**src/rtl/adder_pkg.sv**
```systemverilog
// Shared types and helpers for the nibble-serial adder.
package adder_pkg;

    // Width of one carry-lookahead slice.
    localparam int NIB_W = 4;

    // Sequencer states.
    typedef enum logic [1:0] {
        IDLE = 2'd0,
        RUN  = 2'd1,
        DONE = 2'd2
    } state_t;

    // Two's-complement overflow: the carry into the MSB differs from the carry out of it.
    // The carry into the MSB is recovered from the MSB operand and sum bits.
    function automatic logic calc_ovf(input logic a_msb, input logic b_msb,
                                      input logic s_msb, input logic cout);
        return (a_msb ^ b_msb ^ s_msb) ^ cout;
    endfunction

endpackage

```
**src/rtl/adder_ahead_4.sv**
```systemverilog
// 4-bit carry-lookahead adder slice with group generate/propagate outputs.
module AdderAhead_4 (
    input  logic [3:0] a,
    input  logic [3:0] b,
    input  logic       cin,
    output logic [3:0] sum,
    output logic       cout,
    output logic       g,
    output logic       p
);

    logic [3:0] gen;
    logic [3:0] prop;
    logic [4:0] c;

    // Lookahead carries computed directly from bit generate/propagate terms.
    always_comb begin
        gen  = a & b;
        prop = a ^ b;
        c[0] = cin;
        c[1] = gen[0] | (prop[0] & cin);
        c[2] = gen[1] | (prop[1] & gen[0]) | (prop[1] & prop[0] & cin);
        c[3] = gen[2] | (prop[2] & gen[1]) | (prop[2] & prop[1] & gen[0])
             | (prop[2] & prop[1] & prop[0] & cin);
        c[4] = gen[3] | (prop[3] & gen[2]) | (prop[3] & prop[2] & gen[1])
             | (prop[3] & prop[2] & prop[1] & gen[0])
             | (prop[3] & prop[2] & prop[1] & prop[0] & cin);
        sum  = prop ^ c[3:0];
        cout = c[4];
        g    = gen[3] | (prop[3] & gen[2]) | (prop[3] & prop[2] & gen[1])
             | (prop[3] & prop[2] & prop[1] & gen[0]);
        p    = &prop;
    end

endmodule

```
**src/rtl/adder_nibble_serial.sv**
```systemverilog
// Multi-cycle adder: one 4-bit CLA slice reused LSB nibble first, carry kept in a register.
// Handshakes: a transfer happens on a rising edge where valid and ready are both high;
// in_ready_o is high only in IDLE, out_valid_o only in DONE, and out_valid_o stays high
// with stable sum/cout/ovf until the transfer (or reset). WIDTH must be a multiple of 4.
module adder_nibble_serial #(
    parameter int WIDTH = 16
) (
    input  logic             clk_i,
    input  logic             rst_n_i,
    input  logic             in_valid_i,
    output logic             in_ready_o,
    input  logic [WIDTH-1:0] a_i,
    input  logic [WIDTH-1:0] b_i,
    input  logic             cin_i,
    output logic             out_valid_o,
    input  logic             out_ready_i,
    output logic [WIDTH-1:0] sum_o,
    output logic             cout_o,
    output logic             ovf_o,
    output logic [1:0]       dbg_state_o
);

    import adder_pkg::*;

    localparam int NIB   = WIDTH / NIB_W;
    localparam int CNT_W = (NIB > 1) ? $clog2(NIB) : 1;

    state_t             state;
    state_t             state_nxt;
    logic [CNT_W-1:0]   cnt;
    logic [WIDTH-1:0]   a_q;
    logic [WIDTH-1:0]   b_q;
    logic               carry_q;
    logic [WIDTH-1:0]   sum_q;
    logic               cout_q;
    logic               ovf_q;
    logic               last_nib;

    logic [NIB_W-1:0]   slice_a;
    logic [NIB_W-1:0]   slice_b;
    logic [NIB_W-1:0]   slice_sum;
    logic               slice_cout;
    logic               slice_g_unused;
    logic               slice_p_unused;

    assign last_nib = (cnt == CNT_W'(NIB - 1));
    assign slice_a  = a_q[NIB_W*int'(cnt) +: NIB_W];
    assign slice_b  = b_q[NIB_W*int'(cnt) +: NIB_W];

    AdderAhead_4 u_slice (
        .a    (slice_a),
        .b    (slice_b),
        .cin  (carry_q),
        .sum  (slice_sum),
        .cout (slice_cout),
        .g    (slice_g_unused),
        .p    (slice_p_unused)
    );

    // State register.
    always_ff @(posedge clk_i or negedge rst_n_i) begin
        if (!rst_n_i) state <= IDLE;
        else          state <= state_nxt;
    end

    // Next-state: accept in IDLE, walk the nibbles in RUN, wait for the consumer in DONE.
    always_comb begin
        state_nxt = state;
        case (state)
            IDLE:    if (in_valid_i)  state_nxt = RUN;
            RUN:     if (last_nib)    state_nxt = DONE;
            DONE:    if (out_ready_i) state_nxt = IDLE;
            default: state_nxt = IDLE;
        endcase
    end

    // Handshake outputs decoded from the state alone.
    always_comb begin
        in_ready_o  = (state == IDLE);
        out_valid_o = (state == DONE);
        dbg_state_o = state;
    end

    // Operand capture, per-nibble sum assembly and final carry/overflow registration.
    always_ff @(posedge clk_i or negedge rst_n_i) begin
        if (!rst_n_i) begin
            a_q     <= '0;
            b_q     <= '0;
            carry_q <= 1'b0;
            cnt     <= '0;
            sum_q   <= '0;
            cout_q  <= 1'b0;
            ovf_q   <= 1'b0;
        end else begin
            case (state)
                IDLE: begin
                    if (in_valid_i) begin
                        a_q     <= a_i;
                        b_q     <= b_i;
                        carry_q <= cin_i;
                        cnt     <= '0;
                    end
                end
                RUN: begin
                    sum_q[NIB_W*int'(cnt) +: NIB_W] <= slice_sum;
                    carry_q <= slice_cout;
                    if (last_nib) begin
                        cout_q <= slice_cout;
                        ovf_q  <= calc_ovf(a_q[WIDTH-1], b_q[WIDTH-1],
                                           slice_sum[NIB_W-1], slice_cout);
                        cnt    <= '0;
                    end else begin
                        cnt <= cnt + CNT_W'(1);
                    end
                end
                default: ;
            endcase
        end
    end

    assign sum_o  = sum_q;
    assign cout_o = cout_q;
    assign ovf_o  = ovf_q;

endmodule

```
**config.mk**
```make
export PLATFORM = sky130hd
export DESIGN_NAME = adder_nibble_serial
export DESIGN_NICKNAME = d
export VERILOG_FILES = /design/src/rtl/adder_pkg.sv /design/src/rtl/adder_ahead_4.sv /design/src/rtl/adder_nibble_serial.sv
export SDC_FILE = /design/constraint.sdc
export NUM_CORES = 1
export LEC_CHECK = 0
export ABC_AREA = 1
export BUFFER_PORTS_ARGS = -buffer_cell sky130_fd_sc_hd__buf_2
export CAP_MARGIN = 40
export CORE_AREA = 2 2 71 73
export DETAILED_ROUTE_END_ITERATION = 10
export DIE_AREA = 0 0 73 75
export PLACE_DENSITY = 0.83
export SLEW_MARGIN = 20
export SYNTH_ARGS = -nofsm -noshare
export SYNTH_HDL_FRONTEND = slang
export SYNTH_SLANG_ARGS = --single-unit
```
**constraint.sdc**
```tcl
create_clock -name clk_i -period 3.3 [get_ports clk_i]
set_input_delay 0.33 -clock clk_i [delete_from_list [all_inputs] [get_ports clk_i]]
set_output_delay 0.33 -clock clk_i [all_outputs]
set_load 0.02 [all_outputs]
```
==> impl_metrics.ini <==
[worst_hold_path]
worstHoldPathCells = 2
worst_hold_class = input pin to flop

[synthesis]
yosys_synthesis_warning_count = 0
synth.yosys.seq_area_share_pct = 51.79
syn_area_mm2 = 0.002658
syn_inst = 326
syn_nets = 374
ys_ff_latch = 55
synth.avg_cell_area_um2 = 8.152
synth.lib_cells_used.distinct = 24

[critical_path]
worst-endpoint-arrival_ns = 2.80
r2r.worst_path.cells = 13
crit-reg2reg-capture = ovf_o$_DFFE_PN0P_
crit_top_cell = nand2_1
crit_end = ovf_o$_DFFE_PN0P_
crit_path_max_fanout = 12
cp-end-kind = flop
crit-reg2reg-launch = cnt[1]$_DFFE_PN0P_
crit_path_cell_trace = clkinv_1 > o21ai_0 > o22ai_1 > ha_1 > or2_1 > nand2_2 > nand3_1 > nand2_2 > nand2_1 > nand3_1 > nand2_1 > nand2_1 > nand2_1
worst_path_max_delay_cell = dfrtp_1
worst_ep_required_time_ns = 3.51
critPathMaxStageDelay_ns = 0.60
cp-startpoint = cnt[1]$_DFFE_PN0P_
critPathKind = flop to flop
setup.worst_path.start_class = flop
regToRegSetupSlack_ns = 0.70

[floorplanning]
placementRows = 25
initial_utilization_pct = 57.02
core_region_area_mm2 = 0.004661
chipHeight_um = 75
dieArea_mm2 = 0.005475
design.portCount = 59
chipWidth_um = 73

[drt]
post_drt_wl_per_cell_um = 12.90
detailroute.via_count = 2326
detailedRoute.firstPassIterationCount = 4
drt_wl_total_um = 5676
route.detailed.vias_per_inst = 5.286
drt.antenna.violating_nets = 0
first_iter_violations = 208
drcViolationCount = 0

[global_routing]
grt_usage_pct = 22.75
grt_pass1_vias = 2205
wire_length_of_the_first_global_routing_pass_um = 9591
grt_start_max_net_pins = 37
gr-total-overflow = 0
antenna_violations_before_repair = 0

[clock_network]
num_clock_sinks = 55
cts.clk_slew.worst_paths_ns = 0.09
cts_htree_levels = 2
cts_buffers = 5
clock_tree.root_cell = clkbuf_8
ctsHoldBuffers = 0
cts_setup_buffers = 0
clk-insertion-delay-late_ns = 0.32
cts.path.max_buffers = 2
cts_tree = built
post_cts_resized = 0

[sta]
post-route-period-util_pct = 78.65
timing.slew.headroom_pct = 57.85
timing_max_transition_violations_final = 0
timing.fmax_ghz = 0.3853
setup_repair_after_global_routing_missed_its_margin = no
final_critical_path_setup_slack_ns = 0.7044
whs_ns = 0.1903
timing_hold_violations_final = 0
fin_tns_setup_ns = 0
final_critical_path_required_period_ns = 2.596
setup-violations-final = 0
timing.clock.skew_ns = 0.006982
max_slew.worst_pin.slew_ns = 0.6300

[placed_design]
place_area_mm2 = 0.002988
portBuffers = 58
pre_cts_slack_ns = 0.8004
place_hpwl_um = 4122
gpl.final_weighted_congestion = 0.8997

[final_layout]
areaGrowthSynthToFinish_pct = 16.62
insertedDiodeCount = 0
final_design_area_no_fill_mm2 = 0.003099
drive_gt1_share_pct = 20.21
num-nets-final = 433

[pwr]
power_leakage_uw = 0.001690
powerDensity_mw_per_mm2 = 1147
irDropWorstVdd_mv = 0.5402

[flow_run]
cap_viol_max_count = 0

[outcome]
outcome = finished clean
-- worst min path at each step --
stage / from / to / slack [ns]
final: out_ready_i / dbg_state_o[1]$_DFFE_PN0P_ / 0.19
after floorplan: rst_n_i / a_q[0]$_DFFE_PN0P_ / 0.03
after detailed placement: rst_n_i / sum_o[9]$_DFFE_PN0P_ / 0.45
after global placement: rst_n_i / sum_o[9]$_DFFE_PN0P_ / 0.44
after CTS: rst_n_i / sum_o[12]$_DFFE_PN0P_ / 0.11
after global routing: out_ready_i / dbg_state_o[1]$_DFFE_PN0P_ / 0.19
-- worst max-delay path: cells and delay by family (launching register included) --
kind | cells | cell delay [ns]
fa+ha+maj | 1 | 0.34
compound gates | 2 | 0.28
buf+inv | 1 | 0.39
simple gates | 9 | 0.87
flops | 1 | 0.60
-- per-stage QoR --
stage	util (%)	power, uW	cells
detailed placement	64.11	3185	430
CTS	65.85	3555	438
finish	66.50	3554	440
floorplan	-	2674	326
global placement	64.11	3122	430
global route	66.50	3913	440
-- layout make-up --
type / count / area (um^2)
fillers: 393 / 1562
flip-flops and latches: 55 / 1376
multi-input cells: 243 / 1171
repair buffers: 62 / 335.3
clock buffers: 7 / 76.32
inverters: 18 / 67.56
well taps: 54 / 67.56
clock inverters: 1 / 5.005
-- where the power goes --
group	leakage [uW]	switching [uW]	total (uW)	internal (uW)
combinational	0.000943	1330	2040	707
clock	0.0000422	212	362	149
sequential	0.000705	192	1150	961
total	0.00169	1740	3550	1820
-- per-layer routing --
layer	track usage, %	part of all wire (%)	wire length, um	up-vias
met1	29.92	45	2575	1089
met2	38.04	48	2748	58
li1	-	-	-	1170
met5	0	0	0	-
met3	5.355	4.7	264	9
met4	6.379	1.6	88	0
-- cell usage in the layout, fill, tap and decap left out, drive strengths merged --
master | Yosys | final
a21oi | 1 | 1
buf | 4 | 61
clkbuf | 6 | 7
clkinv | 2 | 3
dfrtp | 55 | 55
dlygate4sd3 | 0 | 1
fa | 1 | 1
ha | 10 | 10
inv | 16 | 16
nand2 | 133 | 133
nand3 | 10 | 10
nand3b | 1 | 1
nand4 | 2 | 2
nor2 | 26 | 26
nor3 | 1 | 1
o211ai | 1 | 1
o21ai | 41 | 41
o22ai | 8 | 8
o31ai | 4 | 4
or2 | 1 | 1
xnor2 | 3 | 3
-- sequential cells by signal, summed over array words and instances, names as in the netlist --
register     flops
a_q             16
b_q             16
sum_o           16
cnt              2
dbg_state_o      2
carry_q          1
cout_o           1
ovf_o            1
-- cells in the mapped netlist --
cell / number / area [um^2]
buf_2: 4 / 20.02
dfrtp_1: 55 / 1376
fa_1: 1 / 20.02
or2_1: 1 / 6.260
o21ai_1: 2 / 10.01
o211ai_1: 1 / 7.510
nand2_1: 126 / 473.0
o22ai_1: 8 / 50.05
clkinv_1: 2 / 7.510
nand3b_1: 1 / 7.510
inv_2: 2 / 7.510
nor2_2: 1 / 6.260
nor3_1: 1 / 5.000
o21ai_0: 39 / 195.2
nand4_1: 2 / 12.51
inv_1: 14 / 52.55
o31ai_1: 4 / 30.03
nand2_2: 7 / 43.79
a21oi_2: 1 / 8.760
xnor2_1: 3 / 26.28
ha_1: 10 / 125.1
nor2_1: 25 / 93.84
nand3_1: 10 / 50.05
clkbuf_1: 6 / 22.52
-- cells by family (layout without fill, tap and decap cells) --
logic type	count (synthesis)	in the layout	share of synthesized area (%)
AO/OA/AOI/OAI	55	55	11.35
XOR/XNOR	3	3	0.9889
adder cells (fa/ha/maj)	11	11	5.461
buffers and inverters	28	88	4.143
flip-flops	55	55	51.79
AND/OR/NAND/NOR	174	174	26.27
(Power assumes the default switching activity.)
